## config.mk

```make
export PLATFORM = sky130hd
export DESIGN_NAME = exmem_mem_ctrl
export DESIGN_NICKNAME = d
export VERILOG_FILES = /design/src/rtl/exmem_mem_ctrl.sv
export SDC_FILE = /design/constraint.sdc
export NUM_CORES = 1
export LEC_CHECK = 0
export CAP_MARGIN = 10
export CELL_PAD_IN_SITES_DETAIL_PLACEMENT = 1
export CELL_PAD_IN_SITES_GLOBAL_PLACEMENT = 2
export CORE_ASPECT_RATIO = 1.1
export CORE_MARGIN = 3
export CORE_UTILIZATION = 22
export DETAILED_ROUTE_END_ITERATION = 6
export PLACE_DENSITY = 0.95
export SETUP_SLACK_MARGIN = 0.2
export SLEW_MARGIN = 20
export SYNTH_ARGS = -nofsm -noshare
export SYNTH_HDL_FRONTEND = slang
export SYNTH_SLANG_ARGS = --single-unit
```

## constraint.sdc

```tcl
create_clock -name CLK -period 2.6 [get_ports CLK]
set_input_delay 0.52 -clock CLK [delete_from_list [all_inputs] [get_ports CLK]]
set_output_delay 0.52 -clock CLK [all_outputs]
set_load 0.05 [all_outputs]
```

## src/rtl/exmem_mem_ctrl.sv

```systemverilog
// EX/MEM memory-access controller: runs data-memory loads/stores over a req/ack
// handshake, holds the upstream register while busy, and registers write-back.
module exmem_mem_ctrl #(
   parameter int TIMEOUT = 16,
   parameter int CNT_W   = 5
) (
   input  logic        CLK,
   input  logic        RESET,
   input  logic [3:0]  in_WC,
   input  logic [31:0] in_PC,
   input  logic [31:0] in_ALU_OUT,
   input  logic [31:0] in_PRB,
   input  logic [31:0] in_se_out,
   input  logic        in_W_DM,
   input  logic [1:0]  in_S_MXRB,
   input  logic        in_W_RB,
   input  logic [2:0]  in_W_RF,
   output logic        stall,
   output logic        dm_req,
   output logic        dm_we,
   output logic [31:0] dm_addr,
   output logic [31:0] dm_wdata,
   input  logic        dm_ack,
   input  logic [31:0] dm_rdata,
   output logic [3:0]  out_WC,
   output logic [31:0] out_WB_DATA,
   output logic        out_W_RB,
   output logic [2:0]  out_W_RF,
   output logic        bus_err
);

   typedef enum logic [1:0] {ST_IDLE, ST_ACCESS, ST_DONE} state_t;

   localparam logic [CNT_W-1:0] LP_CNT_LAST = CNT_W'(TIMEOUT - 1);

   state_t            r_state;
   logic [CNT_W-1:0]  r_cnt;
   logic              r_req;
   logic              r_err;
   logic              r_abort;
   logic [31:0]       r_rdata_q;
   logic [3:0]        r_wc;
   logic [31:0]       r_wb_data;
   logic              r_w_rb;
   logic [2:0]        r_w_rf;

   logic              w_mem_op;
   logic              w_stall;
   logic [31:0]       w_wb_sel;

   assign w_mem_op = in_W_DM | (in_S_MXRB == 2'b01);

   // Stall is combinational so the upstream register freezes in the same
   // cycle a memory op is first seen in IDLE.
   always_comb begin
      w_stall = 1'b0;
      if (!RESET) begin
         case (r_state)
            ST_IDLE:   w_stall = w_mem_op;
            ST_ACCESS: w_stall = 1'b1;
            default:   w_stall = 1'b0;
         endcase
      end
   end

   // Loads write back the captured data, never the live bus value.
   always_comb begin
      w_wb_sel = in_ALU_OUT;
      case (in_S_MXRB)
         2'b00:   w_wb_sel = in_ALU_OUT;
         2'b01:   w_wb_sel = r_rdata_q;
         2'b10:   w_wb_sel = in_PC + 32'd1;
         default: w_wb_sel = in_se_out;
      endcase
   end

   always_ff @(posedge CLK) begin
      if (RESET) begin
         r_state   <= ST_IDLE;
         r_cnt     <= '0;
         r_req     <= 1'b0;
         r_err     <= 1'b0;
         r_abort   <= 1'b0;
         r_rdata_q <= '0;
      end else begin
         case (r_state)
            ST_IDLE: begin
               r_abort <= 1'b0;
               if (w_mem_op) begin
                  r_state <= ST_ACCESS;
                  r_req   <= 1'b1;
                  r_cnt   <= '0;
               end
            end
            ST_ACCESS: begin
               r_cnt <= r_cnt + CNT_W'(1);
               // An ack on the final allowed cycle still completes normally.
               if (dm_ack) begin
                  r_rdata_q <= dm_rdata;
                  r_req     <= 1'b0;
                  r_state   <= ST_DONE;
               end else if (r_cnt == LP_CNT_LAST) begin
                  r_req   <= 1'b0;
                  r_err   <= 1'b1;
                  r_abort <= 1'b1;
                  r_state <= ST_DONE;
               end
            end
            default: begin
               r_state <= ST_IDLE;
            end
         endcase
      end
   end

   always_ff @(posedge CLK) begin
      if (RESET) begin
         r_wc      <= '0;
         r_wb_data <= '0;
         r_w_rb    <= 1'b0;
         r_w_rf    <= '0;
      end else if (w_stall) begin
         r_w_rb <= 1'b0;
         r_w_rf <= '0;
      end else begin
         r_wc      <= in_WC;
         r_wb_data <= w_wb_sel;
         if ((r_state == ST_DONE) && r_abort) begin
            r_w_rb <= 1'b0;
            r_w_rf <= '0;
         end else begin
            r_w_rb <= in_W_RB;
            r_w_rf <= in_W_RF;
         end
      end
   end

   assign stall       = w_stall;
   assign dm_req      = r_req;
   assign dm_we       = in_W_DM;
   assign dm_addr     = in_ALU_OUT;
   assign dm_wdata    = in_PRB;
   assign out_WC      = r_wc;
   assign out_WB_DATA = r_wb_data;
   assign out_W_RB    = r_w_rb;
   assign out_W_RF    = r_w_rf;
   assign bus_err     = r_err;

endmodule

```

==> metrics.md, run 1 <==
| Metric | Value |
|---|---|
| Tot Pwr | `approximately 0.004 W` |
| Switching share of total power | `0.322` |
| Yosys cell types | `58` |
| Total number of vias | `slightly below 5,000` |
| Vias in the first global route | `5,184` |
| Synth Warn # | `0` |
| Post-synth top area share | `0.333` |
| Max stage delay cell, worst path | `clkdlybuf4s50_1` |
| Most area-consuming cells after synthesis | `dfxtp_1 33%, buf_4 10%, nand2_1 8.7%` |
| Final max-slew violation count | `0` |
| Global-route wire length before repair | `roughly 31 mm` |
| Final setup TNS | `0 ps` |
| Max_slew headroom | `0.617` |
| Post-synth top cells | `114 x nand2_1, 82 x dfxtp_1, 66 x buf_4` |
| Final worst-path cycle share | `0.859` |
| Global route overflow | `0` |
| Worst path bufs/invs | `2` |
| Worst-Margin Slew | `around 570 ps` |
| # clock sinks | `between 80 and 90` |
| Drt initial violations | `203` |
| CTS tree | `yes` |
| # port buffers | `217` |
| Final setup fails | `0` |
| CTS Buf Count | `9` |
| CP arrival | `~1700 ps` |
| Number of top-level pins | `about 280` |
| Layout Nets | `948` |
| Initial antenna violation count | `2` |
| Die Footprint | `approximately 0.024 mm^2` |
| Comb power frac | `0.286` |
| Ys async rst share | `0` |
| Final Hold Viols | `0` |
| Area Growth Syn to Fin | `49.0%` |
| DR pass1 iterations | `4` |
| Fraction of layout cells with a size suffix above 1 | `0.157` |
| Via density | `4.64` |
| H-tree levels | `3` |
| Worst setup EP type | `output port` |
| Syn Nets | `between 700 and 800` |
| Residual DRC | `0` |
| Post-CTS Setup Inserts | `0` |
| GR Util All Layers | `0.165` |
| Register area share after synthesis | `0.333` |
| CP Cell Sequence | `clkdlybuf4s50_1, o31ai_4, nor2_2, buf_12` |
| Clk pin slew, worst setup/hold paths | `approximately 60 ps` |
| Clock Tree Root | `clkbuf_16` |
| HPWL after detailed placement | `around 16 mm` |
| Critical path's top delay family | `buffers and inverters` |
| Final antenna-violating net count | `0` |
| Post-cts resize count | `0` |
| Clk pwr share | `0.376` |
| P_leak | `between 2 and 3 nW` |
| Crit path max fanout | `5` |
| Final min period | `~2200 ps` |
| Hold-fix buffers, CTS | `0` |
| Pwr dens | `around 560 mW/mm^2` |
| Final wirelength | `20.4 mm` |
| Worst hold path type | `flip-flop to flip-flop` |
| Fin Clk Skew | `approximately 10 ps` |
| Switch Pwr | `0.00132 W` |
| Post-synth EDFFs | `0` |
| Post-synthesis cell count | `610` |
| CP required | `~2100 ps` |
| Synth Register Bits | `82` |
| Top_reg_cell synth | `dfxtp_1` |
| Sequential share of power | `0.338` |
| MaxCap Viol Count | `0` |
| Startpoint Class | `input port` |
| Die height | `163 um` |
| WL per Instance | `19.1 um` |
| Largest net degree at the start of global routing | `44` |
| Maximum vdd drop | `330 uV` |
| Syn Area/Cell | `around 8.1 um^2` |
| Die Wd | `~150 um` |
| Max stage delay on crit path | `approximately 570 ps` |
| Mapped Area | `just under 0.005 mm^2` |
| RSZ-0062 raised after global routing | `no` |
| Clk_lat worst skew | `350 ps` |
| Area leader, netlist | `dfxtp_1` |
| Outcome | `finished clean` |
| Rows | `between 50 and 60` |
| Highest Clock Rate | `between 400 and 500 MHz` |
| Most frequently used cell type in the post-synthesis netlist | `nand2_1` |
| WS Path Type | `input port to output port` |
| Routability Congestion | `0.856` |
| Internal power | `between 0.002 and 0.003 W` |
| CTS Buffer Depth | `2` |
| Initial Util | `0.228` |
| CORE AREA | `roughly 0.022 mm^2` |
flip-flops by register name, indices dropped and copies added (netlist names):
name,count
out_WB_DATA,32
r_rdata_q,32
r_cnt,5
out_WC,4
out_W_RF,3
r_state,2
bus_err,1
dm_req,1
out_W_RB,1
r_abort,1
final timing paths:
path | end | from | slack, ps | depth (start not counted)
setup / recovery | stall | in_W_DM | 370 | 4
hold / removal | r_rdata_q[21] | r_rdata_q[21] | 450 | 2
setup reg to reg | out_WB_DATA[24] | r_state[0] | 970 | 4
hold reg to reg | r_rdata_q[21] | r_rdata_q[21] | 450 | 2
power by group through the flow:
stage	Sequential [W]	Clock, W	Combinational (W)
global route	0.00140	0.00164	0.00125
CTS	0.00139	0.00159	0.00119
finish	0.00139	0.00154	0.00117
global placement	0.00141	0	0.00117
detailed placement	0.00142	0	0.00118
floorplan	0.00159	0	0.000603
metrics by stage:
stage	std cells	worst slack (ps)	instance area, um^2	util	hold slack [ps]
floorplan	610	472	4930	-	433
global placement	1049	157	7000	0.323	438
detailed placement	1049	111	7000	0.323	446
CTS	1065	357	7350	0.340	453
global route	1065	296	7350	0.340	476
finish	1066	366	7350	0.340	454
worst reg2reg max path, stage by stage (launching register included):
cell and delay (ps):
dfxtp_1 390, o31ai_4 350, buf_4 320, o221ai_1 230
a221oi_2 260
cell usage in the layout, fill, tap and decap left out, types with 10 or more instances in the layout:
cell             instances
clkdlybuf4s50_1        180
o21ai_0                 16
mux2_2                  10
mux2i_1                 12
dfxtp_1                 82
buf_4                   64
nand2_1                114
o22ai_1                 14
nor3_1                  10
inv_1                   11
a21oi_1                 59
xor2_1                  15
nand3_1                 17
nor2_1                  41
layout make-up:
class                      count  area, um^2
clock inverter                 7         124
multi-input combinational    416        2600
sequential                    82        1640
antenna                        1        2.50
clock buffer                   9         225
timing repair buffer         250        2360
fill                        2532       14300
tap                          290         363
inverter                      11        41.3
metal layers:
metal  up-vias  part of all wire  track usage
met5         -           0.00064            0
met4         2             0.027       0.0603
met3        39             0.054       0.0350
met2       142              0.49        0.279
met1      2367              0.43        0.208
li1       2391                 -            -
cell families (layout without fill, tap and decap cells):
kind of cell / after synthesis / count (layout) / share of synthesized area
AOI/OAI and AO/OA: 135 / 135 / 0.175
xor gates and xnor gates: 23 / 23 / 0.0408
adders and majority gates: 4 / 4 / 0.0101
buffers and inverters: 112 / 277 / 0.141
DFF: 82 / 82 / 0.333
muxes: 30 / 30 / 0.0837
other: 0 / 1 / 0
and+or+nand+nor: 224 / 224 / 0.217
No activity file was read; power rests on OpenSTA's default activity.
==> inputs of run 2 (changes only) <==
Settings changed: TNS_END_PERCENT set to 20.
==> results of run 2 <==
The final DEF is identical to that of run 1; final timing and power are the same.
